--- config.mk ---
export PLATFORM = sky130hd
export DESIGN_NAME = regfile_wb_arbiter_flat
export DESIGN_NICKNAME = d
export VERILOG_FILES = /design/src/rtl/regfile_wb_arbiter_pkg.sv /design/src/rtl/regfile_wb_arbiter_if.sv /design/src/rtl/regfile_wb_arbiter_kill_fifo.sv /design/src/rtl/regfile_wb_arbiter.sv /design/src/flat_wrapper.sv
export SDC_FILE = /design/constraint.sdc
export NUM_CORES = 1
export LEC_CHECK = 0
export CAP_MARGIN = 20
export CORE_MARGIN = 5
export CORE_UTILIZATION = 52
export DETAILED_ROUTE_END_ITERATION = 12
export PLACE_DENSITY = 0.82
export SYNTH_ARGS = -nofsm -noshare
export SYNTH_HDL_FRONTEND = slang
export SYNTH_SLANG_ARGS = --single-unit
--- constraint.sdc ---
create_clock -name clk -period 6.99 [get_ports clk]
set_input_delay 0.699 -clock clk [delete_from_list [all_inputs] [get_ports clk]]
set_output_delay 0.699 -clock clk [all_outputs]
set_load 0.005 [all_outputs]
--- src/rtl/regfile_wb_arbiter_pkg.sv ---
// regfile_wb_pkg: shared widths and FIFO entry type for the writeback arbiter
package regfile_wb_pkg;
    localparam int ADDR_W = 5;
    localparam int N_REG = 32;
    localparam logic [ADDR_W-1:0] ZERO_REG = 5'd0;
    localparam int WB_DATA_W = 16;
    typedef struct packed {
        logic                 live;
        logic [ADDR_W-1:0]    addr;
        logic [WB_DATA_W-1:0] data;
    } wb_entry_t;
endpackage

--- src/rtl/regfile_wb_arbiter_if.sv ---
// regfile_wb_arbiter_if: producer, decode-read and register-file write signals of the arbiter
interface regfile_wb_arbiter_if
    import regfile_wb_pkg::*;
#(
    parameter int DATA_W = WB_DATA_W,
    parameter int DEPTH = 2
);
    localparam int CW = $clog2(DEPTH) + 1;
    logic              pipe_wb_valid;
    logic [ADDR_W-1:0] pipe_wb_addr;
    logic [DATA_W-1:0] pipe_wb_data;
    logic              mul_valid;
    logic              mul_ready;
    logic [ADDR_W-1:0] mul_addr;
    logic [DATA_W-1:0] mul_data;
    logic [ADDR_W-1:0] raddr_1;
    logic [ADDR_W-1:0] raddr_2;
    logic              pend_hit_1;
    logic              pend_hit_2;
    logic              reg_write;
    logic [ADDR_W-1:0] waddr;
    logic [DATA_W-1:0] wdata;
    logic [CW-1:0]     fifo_count;
    logic [15:0]       stall_cnt;
    logic [15:0]       kill_cnt;
    modport slave (
        input  pipe_wb_valid, pipe_wb_addr, pipe_wb_data, mul_valid, mul_addr, mul_data,
               raddr_1, raddr_2,
        output mul_ready, pend_hit_1, pend_hit_2, reg_write, waddr, wdata, fifo_count,
               stall_cnt, kill_cnt
    );
    modport master (
        output pipe_wb_valid, pipe_wb_addr, pipe_wb_data, mul_valid, mul_addr, mul_data,
               raddr_1, raddr_2,
        input  mul_ready, pend_hit_1, pend_hit_2, reg_write, waddr, wdata, fifo_count,
               stall_cnt, kill_cnt
    );
endinterface

--- src/rtl/regfile_wb_arbiter_kill_fifo.sv ---
// wb_kill_fifo: multiplier result FIFO with kill-by-address and pending-hit compare (WB_STATS_EN adds kill_n)
module wb_kill_fifo
    import regfile_wb_pkg::*;
#(
    parameter int DEPTH = 2
) (
    input  logic                          clk,
    input  logic                          rst,
    input  logic                          push,
    input  logic [ADDR_W-1:0]             push_addr,
    input  logic [WB_DATA_W-1:0]          push_data,
    input  logic                          pop,
    input  logic                          kill_en,
    input  logic [ADDR_W-1:0]             kill_addr,
    input  logic [ADDR_W-1:0]             raddr_1,
    input  logic [ADDR_W-1:0]             raddr_2,
    output wb_entry_t                     head,
    output logic                          empty,
    output logic                          full,
    output logic [$clog2(DEPTH):0]        count,
`ifdef WB_STATS_EN
    output logic [$clog2(DEPTH):0]        kill_n,
`endif
    output logic                          hit_1,
    output logic                          hit_2
);
    localparam int PW = $clog2(DEPTH);
    localparam int CW = PW + 1;
    wb_entry_t mem_q [DEPTH];
    wb_entry_t mem_d [DEPTH];
    logic [PW-1:0] wr_q, wr_d, rd_q, rd_d;
    logic [CW-1:0] count_q, count_d;
    assign head = mem_q[rd_q];
    assign empty = count_q == '0;
    assign full = count_q == CW'(DEPTH);
    assign count = count_q;
    // Kill matching entries, retire the popped slot (live cleared so stale slots never hit), then push
    always_comb begin
        mem_d = mem_q;
        for (int i = 0; i < DEPTH; i++)
            if (kill_en && mem_q[i].live && mem_q[i].addr == kill_addr) mem_d[i].live = 1'b0;
        if (pop) mem_d[rd_q].live = 1'b0;
        if (push) mem_d[wr_q] = '{live: 1'b1, addr: push_addr, data: push_data};
        wr_d = wr_q + PW'(push);
        rd_d = rd_q + PW'(pop);
        count_d = count_q + CW'(push) - CW'(pop);
    end
    // Pending-write hits against live entries; register 0 never hits
    always_comb begin
        hit_1 = 1'b0;
        hit_2 = 1'b0;
        for (int i = 0; i < DEPTH; i++) begin
            hit_1 = hit_1 || (mem_q[i].live && mem_q[i].addr == raddr_1);
            hit_2 = hit_2 || (mem_q[i].live && mem_q[i].addr == raddr_2);
        end
        hit_1 = hit_1 && raddr_1 != ZERO_REG;
        hit_2 = hit_2 && raddr_2 != ZERO_REG;
    end
`ifdef WB_STATS_EN
    // Number of entries killed this cycle
    always_comb begin
        kill_n = '0;
        for (int i = 0; i < DEPTH; i++)
            kill_n = kill_n + CW'(kill_en && mem_q[i].live && mem_q[i].addr == kill_addr);
    end
`endif
    // Storage, pointers and count
    always_ff @(posedge clk) begin
        if (rst) begin
            mem_q <= '{default: '0};
            wr_q <= '0;
            rd_q <= '0;
            count_q <= '0;
        end else begin
            mem_q <= mem_d;
            wr_q <= wr_d;
            rd_q <= rd_d;
            count_q <= count_d;
        end
    end
endmodule

--- src/rtl/regfile_wb_arbiter.sv ---
// regfile_wb_arbiter: arbitrates pipeline and multiplier results onto the register-file write port (WB_STATS_EN adds stall/kill counters)
module regfile_wb_arbiter
    import regfile_wb_pkg::*;
#(
    parameter int DATA_W = WB_DATA_W,
    parameter int DEPTH = 2
) (
    input logic                  clk,
    input logic                  rst,
    regfile_wb_arbiter_if.slave  bus
);
    localparam int CW = $clog2(DEPTH) + 1;
    logic pipe_go, accept, same_addr, pop, bypass, push, empty, full;
    wb_entry_t head;
    logic              reg_write_q, reg_write_d;
    logic [ADDR_W-1:0] waddr_q, waddr_d;
    logic [DATA_W-1:0] wdata_q, wdata_d;
    assign pipe_go = bus.pipe_wb_valid && bus.pipe_wb_addr != ZERO_REG;
    assign bus.mul_ready = !rst && !full;
    assign accept = bus.mul_valid && bus.mul_ready;
    assign same_addr = pipe_go && bus.mul_addr == bus.pipe_wb_addr;
    assign pop = !pipe_go && !empty;
    assign bypass = !pipe_go && empty && accept;
    assign push = accept && !bypass && bus.mul_addr != ZERO_REG && !same_addr;
`ifdef WB_STATS_EN
    logic [CW-1:0] kill_n;
`endif
    wb_kill_fifo #(.DEPTH(DEPTH)) u_fifo (
        .clk       (clk),
        .rst       (rst),
        .push      (push),
        .push_addr (bus.mul_addr),
        .push_data (bus.mul_data),
        .pop       (pop),
        .kill_en   (pipe_go),
        .kill_addr (bus.pipe_wb_addr),
        .raddr_1   (bus.raddr_1),
        .raddr_2   (bus.raddr_2),
        .head      (head),
        .empty     (empty),
        .full      (full),
        .count     (bus.fifo_count),
`ifdef WB_STATS_EN
        .kill_n    (kill_n),
`endif
        .hit_1     (bus.pend_hit_1),
        .hit_2     (bus.pend_hit_2)
    );
    // Priority select: pipeline, then FIFO head (killed head pops silently), then multiplier bypass
    always_comb begin
        reg_write_d = 1'b0;
        waddr_d = waddr_q;
        wdata_d = wdata_q;
        if (pipe_go) begin
            reg_write_d = 1'b1;
            waddr_d = bus.pipe_wb_addr;
            wdata_d = bus.pipe_wb_data;
        end else if (pop && head.live && head.addr != ZERO_REG) begin
            reg_write_d = 1'b1;
            waddr_d = head.addr;
            wdata_d = head.data;
        end else if (bypass && bus.mul_addr != ZERO_REG) begin
            reg_write_d = 1'b1;
            waddr_d = bus.mul_addr;
            wdata_d = bus.mul_data;
        end
    end
    // Registered write port
    always_ff @(posedge clk) begin
        if (rst) begin
            reg_write_q <= 1'b0;
            waddr_q <= '0;
            wdata_q <= '0;
        end else begin
            reg_write_q <= reg_write_d;
            waddr_q <= waddr_d;
            wdata_q <= wdata_d;
        end
    end
    assign bus.reg_write = reg_write_q;
    assign bus.waddr = waddr_q;
    assign bus.wdata = wdata_q;
`ifdef WB_STATS_EN
    logic [15:0] stall_cnt_q, stall_cnt_d, kill_cnt_q, kill_cnt_d;
    logic [16:0] kill_sum;
    // Saturating counters: backpressure cycles and discarded writes (kills plus same-cycle drops)
    always_comb begin
        kill_sum = 17'(kill_cnt_q) + 17'(kill_n) + 17'(accept && same_addr);
        stall_cnt_d = (bus.mul_valid && !bus.mul_ready && stall_cnt_q != 16'hFFFF) ? stall_cnt_q + 16'd1 : stall_cnt_q;
        kill_cnt_d = kill_sum[16] ? 16'hFFFF : kill_sum[15:0];
    end
    // Counter registers
    always_ff @(posedge clk) begin
        if (rst) begin
            stall_cnt_q <= '0;
            kill_cnt_q <= '0;
        end else begin
            stall_cnt_q <= stall_cnt_d;
            kill_cnt_q <= kill_cnt_d;
        end
    end
    assign bus.stall_cnt = stall_cnt_q;
    assign bus.kill_cnt = kill_cnt_q;
`else
    assign bus.stall_cnt = '0;
    assign bus.kill_cnt = '0;
`endif
endmodule

--- src/flat_wrapper.sv ---
// flat-port wrapper written by rule: the top's interface ports become plain ports
module regfile_wb_arbiter_flat import regfile_wb_pkg::*;
#(
    parameter int DATA_W = WB_DATA_W,
    parameter int DEPTH = 2
)
  (clk, rst, bus_pipe_wb_valid, bus_pipe_wb_addr, bus_pipe_wb_data, bus_mul_valid, bus_mul_addr, bus_mul_data, bus_raddr_1, bus_raddr_2, bus_mul_ready, bus_pend_hit_1, bus_pend_hit_2, bus_reg_write, bus_waddr, bus_wdata, bus_fifo_count, bus_stall_cnt, bus_kill_cnt);
  regfile_wb_arbiter_if #(.DATA_W(DATA_W), .DEPTH(DEPTH)) bus_i ();
  input logic clk;
  input logic rst;
  input wire logic [$bits(bus_i.pipe_wb_valid)-1:0] bus_pipe_wb_valid;
  input wire logic [$bits(bus_i.pipe_wb_addr)-1:0] bus_pipe_wb_addr;
  input wire logic [$bits(bus_i.pipe_wb_data)-1:0] bus_pipe_wb_data;
  input wire logic [$bits(bus_i.mul_valid)-1:0] bus_mul_valid;
  input wire logic [$bits(bus_i.mul_addr)-1:0] bus_mul_addr;
  input wire logic [$bits(bus_i.mul_data)-1:0] bus_mul_data;
  input wire logic [$bits(bus_i.raddr_1)-1:0] bus_raddr_1;
  input wire logic [$bits(bus_i.raddr_2)-1:0] bus_raddr_2;
  output wire logic [$bits(bus_i.mul_ready)-1:0] bus_mul_ready;
  output wire logic [$bits(bus_i.pend_hit_1)-1:0] bus_pend_hit_1;
  output wire logic [$bits(bus_i.pend_hit_2)-1:0] bus_pend_hit_2;
  output wire logic [$bits(bus_i.reg_write)-1:0] bus_reg_write;
  output wire logic [$bits(bus_i.waddr)-1:0] bus_waddr;
  output wire logic [$bits(bus_i.wdata)-1:0] bus_wdata;
  output wire logic [$bits(bus_i.fifo_count)-1:0] bus_fifo_count;
  output wire logic [$bits(bus_i.stall_cnt)-1:0] bus_stall_cnt;
  output wire logic [$bits(bus_i.kill_cnt)-1:0] bus_kill_cnt;
  assign bus_i.pipe_wb_valid = bus_pipe_wb_valid;
  assign bus_i.pipe_wb_addr = bus_pipe_wb_addr;
  assign bus_i.pipe_wb_data = bus_pipe_wb_data;
  assign bus_i.mul_valid = bus_mul_valid;
  assign bus_i.mul_addr = bus_mul_addr;
  assign bus_i.mul_data = bus_mul_data;
  assign bus_i.raddr_1 = bus_raddr_1;
  assign bus_i.raddr_2 = bus_raddr_2;
  assign bus_mul_ready = bus_i.mul_ready;
  assign bus_pend_hit_1 = bus_i.pend_hit_1;
  assign bus_pend_hit_2 = bus_i.pend_hit_2;
  assign bus_reg_write = bus_i.reg_write;
  assign bus_waddr = bus_i.waddr;
  assign bus_wdata = bus_i.wdata;
  assign bus_fifo_count = bus_i.fifo_count;
  assign bus_stall_cnt = bus_i.stall_cnt;
  assign bus_kill_cnt = bus_i.kill_cnt;
  regfile_wb_arbiter #(.DATA_W(DATA_W), .DEPTH(DEPTH)) u_core (.clk(clk), .rst(rst), .bus(bus_i));
endmodule
Word-level counts from Yosys, hierarchy flattened --
Index checks and enable logic that the tools add are counted.
Operators by class: $add $sub $neg 4, $lt $le $gt $ge 4, eq/ne operators 8, mux-type cells 22, bitwise logic cells 2, reduce and logical (&&, ||, !) cells 40
Operators with widths (count):
- $mux 22 | 5
- $bwmux 44 | 2
- $mux 44 | 2
- $mux 16 | 3
- $demux 22 s1 | 2
- $eq 5x5->1 | 7
- $logic_and 1x1->1 | 25
- $reduce_bool 5->1 | 5
- $mux 5 | 3
- $logic_not 1->1 | 6
- $mux 1 | 5
- $ge 2x2->1 const B | 2
- $lt 2x1->1 const B | 2
- $not 1->2 | 2
- $reduce_bool 3->1 | 1
- $add 1x1->1 | 2
- $add 2x1->2 | 1
- $eq 2x2->1 const B | 1
- $logic_not 2->1 | 1
- $logic_or 1x1->1 | 2
- $sub 2x1->2 | 1
Word-level totals: bits in registers 70, logic and storage cells 92

Longest topological paths before layout --
depth after elaboration 11, gate-level depth with buffers 14, depth with buffers taken out 11

Hierarchy --
A second synthesis with hierarchy kept.
Unflattened totals: cells, all modules 471, area, all modules 4050.1 µm²
Modules (own cells, without submodules):
- wb_kill_fifo | instances 1, cells an instance 289, area each 2526.2 µm², seq. area each 960.9 µm²
- regfile_wb_arbiter | instances 1, cells an instance 182, area each 1524.0 µm², seq. area each 440.4 µm²

Worst setup path after synthesis --
Ideal clock, no wire load.
kind input -> register, from input bus_pipe_wb_addr[0], to register u_core.u_fifo.count_q[1], in the netlist u_core.u_fifo.count[1], library setup time 128 ps, arrival time 3153 ps, data required time 6862 ps, setup slack 3710 ps, stages 14, buffers on the path 3, path through or4_1 -> o21a_1 -> buf_6 -> nand4_1 -> and2_1 -> clkbuf_1 -> clkbuf_1 -> inv_1 -> ha_1 -> inv_1 -> ha_1 -> xnor2_1 -> xnor2_1 -> nor2_1
Between the ends: longest elaborated chain between the ends 11, elaborated cells on any way between the ends 15, those cells by class 2 x add/sub; 1 x eq/ne; 12 x reduce/logical
RTL lines:
- start: declaration | RTL line flat_wrapper.sv:12 | input wire logic [$bits(bus_i.pipe_wb_addr)-1:0] bus_pipe_wb_addr;
- $reduce_bool 5->1 | RTL line regfile_wb_arbiter.sv:18 | assign pipe_go = bus.pipe_wb_valid && bus.pipe_wb_addr != ZERO_REG;
- $logic_and 1x1->1 | RTL line regfile_wb_arbiter.sv:18
- $logic_not 1->1 | RTL line regfile_wb_arbiter.sv:22, regfile_wb_arbiter.sv:23
- $logic_and 1x1->1 (2 in series) | RTL line regfile_wb_arbiter.sv:23 | assign bypass = !pipe_go && empty && accept;
- $logic_not 1->1 | RTL line regfile_wb_arbiter.sv:24 | assign push = accept && !bypass && bus.mul_addr != ZERO_REG && !same_addr;
- $logic_and 1x1->1 (3 in series) | RTL line regfile_wb_arbiter.sv:24
- $add 2x1->2 | RTL line regfile_wb_arbiter_kill_fifo.sv:46 | count_d = count_q + CW'(push) - CW'(pop);
- $sub 2x1->2 * | RTL line regfile_wb_arbiter_kill_fifo.sv:46
- end signal: assignment | RTL line regfile_wb_arbiter_kill_fifo.sv:78 | count_q <= count_d;
- end: declaration | RTL line regfile_wb_arbiter_kill_fifo.sv:32 | logic [CW-1:0] count_q, count_d;
Every way passes the cells marked *; elsewhere a longest branch is shown, timed or not. A chain may end at the register's enable or synchronous reset.

Worst setup path in the final report --
from input rst, to register u_core.u_fifo.mem_q[20] (netlist bit)
Between the ends: longest elaborated chain between the ends 9
RTL lines:
- start: declaration | RTL line flat_wrapper.sv:10 | input logic rst;
- $logic_not 1->1 | RTL line regfile_wb_arbiter.sv:19 | assign bus.mul_ready = !rst && !full;
- $logic_and 1x1->1 | RTL line regfile_wb_arbiter.sv:19
- $logic_and 1x1->1 | RTL line regfile_wb_arbiter.sv:20 | assign accept = bus.mul_valid && bus.mul_ready;
- $logic_and 1x1->1 | RTL line regfile_wb_arbiter.sv:23
- $logic_not 1->1 | RTL line regfile_wb_arbiter.sv:24
- $logic_and 1x1->1 (3 in series) | RTL line regfile_wb_arbiter.sv:24
- $mux 44 | RTL line regfile_wb_arbiter_kill_fifo.sv:43 | if (push) mem_d[wr_q] = '{live: 1'b1, addr: push_addr, data: push_data};
- end signal: assignment | RTL line regfile_wb_arbiter_kill_fifo.sv:75 | mem_q <= mem_d;
- end: declaration | RTL line regfile_wb_arbiter_kill_fifo.sv:29 | wb_entry_t mem_q [DEPTH];
Parallel ways exist; a longest one is shown, timed or not.

==> metrics.yaml <==
cap_viol_max_count: 0
synth_mux_area_share_pct: 5.44
routabilityCongestion: 0.916
port-buffer-count: 82
dpl_cell_area_mm2: 0.00476
power_leakage_nw: 1.75
grt_pass1_wl_um: 18400
grt_pass1_vias: 3640
grt_usage_pct: 23.2
arrival_ps: 4360
avgSynthCellArea_um2: 9.46
cts_max_level: 3
yosysTopAreaCell: "dfxtp_1"
finish.net_count: 540
setup.worst_path.end_class: "flip-flop"
postCtsResizedCells: 0
die-area_mm2: 0.00965
dpl.hpwl_um: 7490
synth-compound-area-share_pct: 30.4
rsz0062_at_grt: "false"
hp-class: "flip-flop to flip-flop"
diodes: 0
setup_viol: 0
hold_depth: 1
yosys.area_share.simple_pct: 8.19
synth.most_common_cell: "dfxtp_1"
r2r-start: "u_core.u_fifo.rd_q"
wl_per_cell_um: 19.4
critPathMaxFanout: 45
critPathKind: "primary input to flip-flop"
fin_area_mm2: 0.00492
dp_cells: 571
io_pins: 115
core_area_mm2: 0.00765
ys_ff_latch: 70
ir_drop_uv: 135
synth_xor_area_share_pct: 8.22
ant_nets: 0
rr_worst_depth: 7
gr-total-overflow: 0
drive_above_1_share_pct: 9.48
wl_um: 11400
status: "finished clean"
clk_latency_ps: 340
drc: 0
first_iter_violations: 230
fin_setup_tns_ps: 0
grt_max_degree: 46
r2r_end: "u_core.bus.reg_write"
clk_pin_slew_worst_paths_ps: 70
finalMaxSlewViolations: 0
ys.flop_type: "dfxtp_1"
fin_cells: 587
synthAdderAreaFrac_pct: 1.24
async_flop_share_pct: 0
timing.final.ws_setup_ps: 2900
synth_top_family_by_area: "compound AO/OA/AOI/OAI gates"
finalCritPeriodShare_pct: 58.4
cts_tree: "done"
netlist_area_mm2: 0.00405
via_count: 3717
ys_top_cells_by_area: "dfxtp_1 35%, a32o_1 10%, buf_4 5.9%"
num-fill-cells: 664
required_ps: 7270
place_ws_ps: 2630
netlist_instances: 428
worstSetupStartpointType: "primary input"
p_per_area_mw_per_mm2: 229
ys_seq_area_share_pct: 34.6
synth_common_cells: "70 x dfxtp_1, 43 x clkbuf_1, 42 x a32o_1"
utilization_pct: 64.4
whs_endpoint: "u_core.u_fifo.mem_q[29]"
post_cts_buffers: 0
initial_core_util_pct: 52.9
cts_sinks: 70
cts_buffer_depth: 2
r2r_slack_ps: 4120
cts_made_buffers: 9
ys_warn_count: 0
timing.final.crit_period_ps: 4090
clock_skew_ps: 10.7
hold_viol: 0
die_w_um: 98.2
worstMarginPinSlew_ps: 1100
row_count: 32
postCtsHoldBufs: 0
cts_root_buffer: "clkbuf_8"
holdCritStartpoint: "u_core.u_fifo.mem_q[29]"
antenna_found_initial: 0
timing.fmax_mhz: 245
relSlewSlack_pct: 26.7
synth_edf_count: 0
drt_first_pass_iters: 4
viasPerCell: 6.33
die_height_um: 98.2
synth.distinct_cells: 36
synth_top_area_share_pct: 34.6
area_growth_pct: 21.6
-- layout make-up --
cell class                      count  area [um^2]  area share, %
Clock buffer                       15          156           3.18
Clock inverter                      1         5.00          0.102
Multi-Input combinational cell    300         2310           46.9
Sequential cell                    70         1400           28.5
Timing Repair Buffer               93          903           18.3
Inverter                            6         22.5          0.457
Tap cell                          102          128           2.59
-- state kept, by name, summed over array words and instances (netlist names) --
signal	cells
u_core.u_fifo.wr_q	1
u_core.bus.waddr	5
u_core.bus.wdata	16
u_core.bus.reg_write	1
u_core.u_fifo.count	2
u_core.u_fifo.rd_q	1
u_core.u_fifo.mem_q	44
-- cell usage in the layout, fill, tap and decap left out, drive strengths merged, types with 6 or more instances in the layout --
master,n
inv,6
clkdlybuf4s50,82
clkbuf,15
mux2i,22
nand3,8
o311ai,22
o311a,21
xor2,25
nor4,6
dfxtp,70
a21oi,26
buf,11
a32o,42
o31ai,22
nand2,22
conb,32
nor2,10
xnor2,13
-- through the flow --
step / hold slack [ps] / power (mW)
4_1_cts: 468 / 1.13
5_1_grt: 479 / 1.18
6_report: 465 / 1.13
3_5_place_dp: 453 / 0.848
3_3_place_gp: 446 / 0.838
2_1_floorplan: 441 / 0.703
-- worst max-delay path, stage by stage --
cell,delay (ps)
clkdlybuf4s50_1,580
inv_1,700
o211ai_1,300
a211oi_1,370
and2_1,180
buf_4,390
ha_1,240
and2_1,620
a32o_1,270
-- worst max path at each step --
| stage | startpoint | endpoint | slack [ps] |
|---|---|---|---|
| after floorplan | bus_pipe_wb_addr[0] | u_core.u_fifo.count[1] | 3710 |
| after global placement | rst | u_core.u_fifo.mem_q[10] | 2780 |
| after detailed placement | rst | u_core.u_fifo.mem_q[6] | 2630 |
| after CTS | rst | u_core.u_fifo.mem_q[20] | 2950 |
| after global routing | rst | u_core.u_fifo.mem_q[20] | 2610 |
| final | rst | u_core.u_fifo.mem_q[20] | 2900 |
-- cell families after synthesis --
logic type / count (synthesis)
compound gates: 138
xor+xnor: 38
fa+ha+maj: 4
buf+inv: 89
flops: 70
mux: 22
other cells: 1
simple gates: 66
-- routing by layer --
metal	share of wire, %	wire (um)	global-route usage [%]	vias to the layer above
met2	47	5370	38.0	174
met1	42	4780	28.5	1825
li1	-	-	-	1687
met5	0	0	0	-
met4	3.0	337	10.7	0
met3	7.7	878	6.00	31
-- report_power, final --
| group | internal, mW | switching [mW] | leakage (nW) |
|---|---|---|---|
| combinational | 0.163 | 0.230 | 1.10 |
| sequential | 0.430 | 0.0228 | 0.571 |
| clock | 0.139 | 0.143 | 0.0817 |
| total | 0.731 | 0.396 | 1.75 |
No activity file was read; power rests on OpenSTA's default activity.
